`src/rtl/sha256_msg_feeder.sv`:
```
// SHA-256 message feeder: buffers 16-word blocks, applies padding and
// drives the message schedule with a fixed 64-cycle busy window per block.
module sha256_msg_feeder (
    input  logic        clk,
    input  logic        reset,
    input  logic [31:0] in_data,
    input  logic        in_valid,
    input  logic        in_last,
    input  logic [1:0]  in_bytes,
    output logic        in_ready,
    input  logic        hash_ready,
    output logic [31:0] data,
    output logic        write_enable,
    output logic        inner_busy,
    output logic        block_start,
    output logic        msg_done
);

    typedef enum logic [2:0] {
        FILL, WAIT, LOAD, EXPAND, GAP, PADBLK
    } state_t;

    state_t      state_q, state_d;
    logic [5:0]  cnt_q, cnt_d;
    logic [3:0]  widx_q, widx_d;
    logic [3:0]  lidx_q, lidx_d;
    logic [2:0]  nb_q, nb_d;
    logic [60:0] bytes_q, bytes_d;
    logic        fin_q, fin_d;
    logic        spill_q, spill_d;
    logic [31:0] mem_q [16];

    logic [31:0] data_d;
    logic        we_d, busy_d, bs_d, done_d, wr_en;
    logic        accept;
    logic [2:0]  nin;
    logic [4:0]  pos;
    logic        need_spill;
    logic [63:0] len;
    logic [3:0]  wk;
    logic [31:0] bw, word;

    assign accept     = in_ready & in_valid;
    assign nin        = (in_bytes == 2'd0) ? 3'd4 : {1'b0, in_bytes};
    assign pos        = (nb_q == 3'd4) ? {1'b0, lidx_q} + 5'd1 : {1'b0, lidx_q};
    assign need_spill = pos > 5'd13;
    assign len        = {bytes_q, 3'b000};
    assign wk         = (state_q == WAIT) ? 4'd0 : cnt_q[3:0] + 4'd1;
    assign bw         = mem_q[wk];

    // Block word wk, with padding applied to the final data block / spill block
    always_comb begin
        word = '0;
        if (spill_q) begin
            if (wk == 4'd0 && pos == 5'd16)
                word = 32'h8000_0000;
            else if (wk == 4'd14)
                word = len[63:32];
            else if (wk == 4'd15)
                word = len[31:0];
        end else if (!fin_q || wk < lidx_q) begin
            word = bw;
        end else if (wk == lidx_q) begin
            case (nb_q)
                3'd1:    word = {bw[31:24], 24'h80_0000};
                3'd2:    word = {bw[31:16], 16'h8000};
                3'd3:    word = {bw[31:8], 8'h80};
                default: word = bw;
            endcase
        end else if (nb_q == 3'd4 && {1'b0, wk} == pos && pos <= 5'd15) begin
            word = 32'h8000_0000;
        end else if (pos <= 5'd13 && wk == 4'd14) begin
            word = len[63:32];
        end else if (pos <= 5'd13 && wk == 4'd15) begin
            word = len[31:0];
        end
    end

    always_comb begin
        state_d = state_q;
        cnt_d   = cnt_q;
        widx_d  = widx_q;
        lidx_d  = lidx_q;
        nb_d    = nb_q;
        bytes_d = bytes_q;
        fin_d   = fin_q;
        spill_d = spill_q;
        data_d  = '0;
        we_d    = 1'b0;
        busy_d  = 1'b0;
        bs_d    = 1'b0;
        done_d  = 1'b0;
        wr_en   = 1'b0;
        unique case (state_q)
            FILL: begin
                if (accept) begin
                    wr_en   = 1'b1;
                    widx_d  = widx_q + 4'd1;
                    bytes_d = bytes_q + {58'd0, in_last ? nin : 3'd4};
                    if (in_last) begin
                        fin_d  = 1'b1;
                        lidx_d = widx_q;
                        nb_d   = nin;
                    end
                    if (in_last || widx_q == 4'd15) begin
                        state_d = WAIT;
                        widx_d  = '0;
                    end
                end
            end
            WAIT: begin
                if (hash_ready) begin
                    state_d = LOAD;
                    cnt_d   = '0;
                    data_d  = word;
                    we_d    = 1'b1;
                    busy_d  = 1'b1;
                    bs_d    = 1'b1;
                end
            end
            LOAD: begin
                busy_d = 1'b1;
                if (cnt_q == 6'd15) begin
                    state_d = EXPAND;
                    cnt_d   = '0;
                end else begin
                    cnt_d  = cnt_q + 6'd1;
                    data_d = word;
                    we_d   = 1'b1;
                end
            end
            EXPAND: begin
                if (cnt_q == 6'd47) begin
                    state_d = GAP;
                    cnt_d   = '0;
                    done_d  = fin_q & (spill_q | ~need_spill);
                end else begin
                    cnt_d  = cnt_q + 6'd1;
                    busy_d = 1'b1;
                end
            end
            GAP: begin
                if (fin_q && need_spill && !spill_q) begin
                    state_d = PADBLK;
                end else begin
                    state_d = FILL;
                    if (fin_q) begin
                        bytes_d = '0;
                        fin_d   = 1'b0;
                        spill_d = 1'b0;
                    end
                end
            end
            PADBLK: begin
                spill_d = 1'b1;
                state_d = WAIT;
            end
            default: state_d = FILL;
        endcase
    end

    always_ff @(posedge clk) begin
        if (!reset) begin
            state_q      <= FILL;
            cnt_q        <= '0;
            widx_q       <= '0;
            lidx_q       <= '0;
            nb_q         <= '0;
            bytes_q      <= '0;
            fin_q        <= 1'b0;
            spill_q      <= 1'b0;
            in_ready     <= 1'b0;
            data         <= '0;
            write_enable <= 1'b0;
            inner_busy   <= 1'b0;
            block_start  <= 1'b0;
            msg_done     <= 1'b0;
            for (int i = 0; i < 16; i++) mem_q[i] <= '0;
        end else begin
            state_q      <= state_d;
            cnt_q        <= cnt_d;
            widx_q       <= widx_d;
            lidx_q       <= lidx_d;
            nb_q         <= nb_d;
            bytes_q      <= bytes_d;
            fin_q        <= fin_d;
            spill_q      <= spill_d;
            in_ready     <= (state_d == FILL);
            data         <= data_d;
            write_enable <= we_d;
            inner_busy   <= busy_d;
            block_start  <= bs_d;
            msg_done     <= done_d;
            if (wr_en) mem_q[widx_q] <= in_data;
        end
    end

endmodule

```
`config.mk`:
```
export PLATFORM = sky130hd
export DESIGN_NAME = sha256_msg_feeder
export DESIGN_NICKNAME = d
export VERILOG_FILES = /design/src/rtl/sha256_msg_feeder.sv
export SDC_FILE = /design/constraint.sdc
export NUM_CORES = 1
export LEC_CHECK = 0
export CAP_MARGIN = 5
export CORE_ASPECT_RATIO = 1.25
export CORE_MARGIN = 5
export CORE_UTILIZATION = 65
export CTS_CLUSTER_SIZE = 8
export DETAILED_ROUTE_END_ITERATION = 10
export PLACE_DENSITY_LB_ADDON = 0.08
export SLEW_MARGIN = 0
export SYNTH_ARGS = -nofsm -noshare
export SYNTH_HDL_FRONTEND = slang
export SYNTH_SLANG_ARGS = --single-unit
export TNS_END_PERCENT = 20
```
`constraint.sdc`:
```
create_clock -name clk -period 14.4 [get_ports clk]
set_input_delay 2.88 -clock clk [delete_from_list [all_inputs] [get_ports clk]]
set_output_delay 2.88 -clock clk [all_outputs]
set_load 0.005 [all_outputs]
```
# Word level (Yosys, flattened, before mapping)
# Memories as Yosys holds them, arrays and structs flattened.
# Index checks and enable logic that the tools add are counted.
totals:
  ff_bits: 120
  mem_bits_rw: 512
  output_inout_bits: 37
  memories: 1
mem_list:
  columns: ["name", "depth", "width", "read_ports", "rd_ports_with_merged_regs", "wr", "line_no", "source"]
  rows:
  - ["mem_q", 16, 32, 1, 0, 16, "31", "logic [31:0] mem_q [16];"]
op_classes:
  n_addsub: 5
  order_cmp: 4
  n_eq_ne: 22
  n_mux: 54
  n_bitwise: 4
  n_reduce_logical: 27
ops:
  columns: ["operator", "count"]
  rows:
  - ["$mux 32", 12]
  - ["$mux 61", 3]
  - ["$pmux 61 s2", 1]
  - ["$pmux 24 s3", 1]
  - ["$pmux 32 s2", 1]
  - ["$add 61x3->61", 1]
  - ["$reduce_or 32->1", 1]
  - ["$mux 3", 8]
  - ["$mux 6", 3]
  - ["$pmux 3 s6", 1]
  - ["$pmux 6 s3", 1]
  - ["$mux 1", 15]
  - ["$eq 3x2->1 const B", 4]
  - ["$eq 4x4->1 const B", 3]
  - ["$mux 4", 3]
  - ["$le 5x4->1 const B", 2]
  - ["$ne 2x2->1 const B", 5]
  - ["$eq 3x3->1 const B", 3]
  - ["$reduce_and 3->1", 3]
  - ["$add 4x1->4 const B", 2]
  - ["$reduce_and 4->1", 2]
  - ["$logic_and 1x1->1", 7]
  - ["$add 6x1->6 const B", 1]
  - ["$eq 3x1->1 const B", 2]
  - ["22 further kinds", 31]

# Logic depth before layout (Yosys ltp)
depth:
  ltp_word: 12
  mapped_depth: 16
  ltp_nobuf: 12

# Worst setup path after synthesis
# Ideal clock, no wire load.
synth_timing:
  path_type: "input to register"
  startpoint: "in in_valid"
  endpoint: "mem mem_q[14][0], enable pin"
  t_arrival_ns: 6.085
  t_required_ns: 13.934
  setup_slack_ns: 7.849
  path_stages: 5
  n_path_buf: 1
  cell_sequence: "nand2_1 -> nor4_1 -> clkbuf_1 -> nand3_1 -> o21ai_0"
synth_rtl:
  columns: ["item", "line_no", "source"]
  rows:
  - ["from (decl)", "7", "input logic in_valid,"]
  - ["to (decl)", "31", null]

==> impl_metrics.py <==
metrics = {
    "outcome": {
        "status": "finished clean",
    },
    "setup_path": {
        "crit_slowest_cell": "nand2b_2",
        "crit_top_cell": "buf_4",
        "slowest_delay_ns": 0.83,
        "crit_path_start_kind": "input pin",
        "worstPathCellList": "clkdlybuf4s50_1 > nand2_1 > nor4_2 > buf_4 > nand3_1 > nor3_2 > buf_4 > nand2b_2",
        "critPathKind": "in2reg",
        "crit_arrival_ns": 5.87,
        "r2r_start": "state_q[2]",
        "critPathCaptureType": "register",
        "critical_path_required_ns": 14.63,
        "startpoint": "in_valid",
        "path_max_fanout": 33,
    },
    "logic_synthesis": {
        "synth-edff-count": 512,
        "synth_mux_area_frac": 0.0524,
        "synth.top_cell.area_share": 0.517,
        "ys_warn_count": 0,
        "synth_commonest_cells": "542 x and2_1, 512 x edfxtp_1, 253 x nand2_1",
        "syn_area_mm2": 0.0297,
        "yosysSeqAreaShare": 0.598,
        "synth_cell_types": 78,
        "synth_area_leaders": "edfxtp_1 52%, and2_1 11%, dfxtp_1 8.1%",
        "avgSynthCellArea_um2": 11.4,
        "ys_ff_latch": 632,
        "synth_top_family_by_area": "simple AND/OR/NAND/NOR gates",
        "synthFlopType": "edfxtp_1",
        "yosysMostFrequentCell": "and2_1",
        "synth_nets": 2663,
        "netlist_instances": 2610,
        "synth-adder-area-share": 0.00614,
        "synth_compound_area_frac": 0.0871,
        "synth_simple_gate_area_share": 0.207,
        "synth_area_leader_cell": "edfxtp_1",
        "synthArstFlopShare": 0,
        "synth-xor-area-share": 0.0194,
    },
    "clock_network": {
        "clk_pin_slew_ns": 0.05,
        "htreeDepth": 3,
        "postCtsHoldBufs": 0,
        "cts_tree": "built",
        "cts_buffers": 88,
        "insertion_delay_ns": 0.62,
        "clk_path_buf_depth": 3,
        "clkSinkCount": 632,
        "cts_resized": 0,
        "cts_root_buf": "clkbuf_16",
        "cts_setup_buffers": 0,
    },
    "timing": {
        "worstMarginPinSlew_ns": 1.17,
        "timing.fmax_ghz": 0.177,
        "finalSetupTns_ns": 0,
        "drv_slew": 0,
        "setup_viol": 0,
        "min_period_ns": 5.64,
        "setup_slack_ns": 8.76,
        "rsz0062_at_grt": "false",
        "post-route-period-util": 0.392,
        "skew_ns": 0.0223,
        "finalHoldViolCount": 0,
        "max_slew_margin": 0.219,
    },
    "placed_design": {
        "place_inst": 3108,
        "dpl_worst_slack_ns": 8.21,
        "io_buffer_count": 75,
        "hpwl_mm": 51.7,
        "dpl_cell_area_mm2": 0.0310,
        "place_congestion": 0.901,
    },
    "global_routing": {
        "met1_usage": 0.418,
        "gr-total-overflow": 0,
        "grt_max_degree": 65,
        "busiest_layer": "met2",
        "grt_pass1_wl_mm": 128,
        "grt_pass1_vias": 21013,
        "grtUsageTotal": 0.335,
        "use_met3": 0.0685,
        "met2_usage": 0.553,
        "grt_antenna_before_repair": 4,
    },
    "layout": {
        "drive_gt1_frac": 0.0932,
        "final_cells": 3231,
        "area_growth_pct": 12.3,
        "final_area_mm2": 0.0334,
        "fillers": 3025,
        "finalNetCount": 2673,
    },
    "drt": {
        "viasPerCell": 6.55,
        "drc_errors": 0,
        "ant_nets": 0,
        "routedWlPerCell_um": 26.4,
        "vias": 21170,
        "firstDrtPassIters": 8,
        "drt-total-wl_mm": 85.3,
        "drtIter0Drc": 2339,
    },
    "die": {
        "die_x_um": 201,
        "die_h_um": 249,
        "row_count": 87,
        "dieArea_mm2": 0.0502,
        "coreArea_mm2": 0.0452,
        "ios": 76,
        "start_util": 0.658,
    },
    "power": {
        "switchingPower_w": 0.000923,
        "combPwrFrac": 0.059,
        "pwr-share-clk": 0.448,
        "internal-power_w": 0.00323,
        "p_leak_nw": 11.9,
        "powerDensity_mw_per_mm2": 124,
        "p_sw_frac": 0.222,
        "p_seq_frac": 0.493,
        "vdd_ir_drop_max_uv": 104,
    },
    "flow_run": {
        "maxCapViolCount": 0,
    },
    "hold_path": {
        "worstHoldPathType": "reg2reg",
        "min_from": "cnt_q[4]",
    },
}
-- power groups by stage --
| stage | clock (W) | sequential [W] | combinational [W] |
|---|---|---|---|
| floorplan | 0 | 0.00208 | 0.000136 |
| global placement | 0 | 0.00208 | 0.000233 |
| detailed placement | 0 | 0.00208 | 0.000237 |
| CTS | 0.00186 | 0.00205 | 0.000238 |
| global route | 0.00194 | 0.00205 | 0.000256 |
| finish | 0.00186 | 0.00205 | 0.000244 |
-- path summary, 6_finish.rpt --
check / endpoint / slack (ns) / depth (start not counted)
setup / recovery: mem_q[1][30] / 8.76 / 8
hold reg to reg: cnt_q[4] / 0.51 / 2
setup reg to reg: data[25] / 9.54 / 12
hold / removal: cnt_q[4] / 0.51 / 2
-- layer usage --
layer,share of wire,routed length (µm)
met5,0.00029,25
met4,0.057,4870
met3,0.099,8430
met2,0.48,41200
met1,0.36,30800
-- critical path, delay by kind of cell --
kind	cells	cell delay [ns]
buffers and inverters	3	1.16
AND/OR/NAND/NOR	5	1.76
-- final cells by class --
| cell class | instances | area, µm² | share of cell area |
|---|---|---|---|
| antenna | 2 | 5.00 | 0.000150 |
| clock buffer | 118 | 2380 | 0.0712 |
| clock inverter | 3 | 26.3 | 0.000786 |
| inverter | 22 | 85.1 | 0.00255 |
| multi-input combinational | 1752 | 11300 | 0.338 |
| sequential | 632 | 17800 | 0.532 |
| tap | 578 | 723 | 0.0216 |
| timing repair buffer | 124 | 1110 | 0.0333 |
-- registers in the layout, summed over array words and instances, names as in the netlist, 3 cells and up --
register  cells
mem_q       512
bytes_q      61
data         32
cnt_q         6
lidx_q        4
widx_q        4
nb_q          3
state_q       3
-- stage by stage --
| step | power, W | utilization | hold WS, ns |
|---|---|---|---|
| 2_1_floorplan | 0.00221 | - | 0.460 |
| 3_3_place_gp | 0.00231 | 0.686 | 0.477 |
| 3_5_place_dp | 0.00232 | 0.686 | 0.502 |
| 4_1_cts | 0.00415 | 0.739 | 0.511 |
| 5_1_grt | 0.00425 | 0.739 | 0.526 |
| 6_report | 0.00415 | 0.740 | 0.510 |
-- logic make-up after synthesis --
| group | count (synthesis) |
|---|---|
| flops | 632 |
| buf+inv | 226 |
| xor+xnor | 66 |
| compound gates | 393 |
| fa+ha+maj | 14 |
| mux | 139 |
| simple gates | 1140 |
-- cells in the final DEF (no fill, tap or decap), drive strengths merged, types with 18 or more instances in the layout --
| cell | instances |
|---|---|
| a31oi | 54 |
| mux2 | 33 |
| and2 | 542 |
| nor2 | 100 |
| clkdlybuf4s50 | 74 |
| clkbuf | 118 |
| a211oi | 30 |
| buf | 50 |
| nand3 | 97 |
| mux2i | 96 |
| nand2 | 253 |
| a21oi | 117 |
| a221oi | 19 |
| edfxtp | 512 |
| dfxtp | 120 |
| xor2 | 33 |
| nor2b | 18 |
| inv | 23 |
| nor3 | 27 |
| o21ai | 67 |
| xnor2 | 33 |
| nand2b | 20 |
Power figures use the tool's default switching activity.
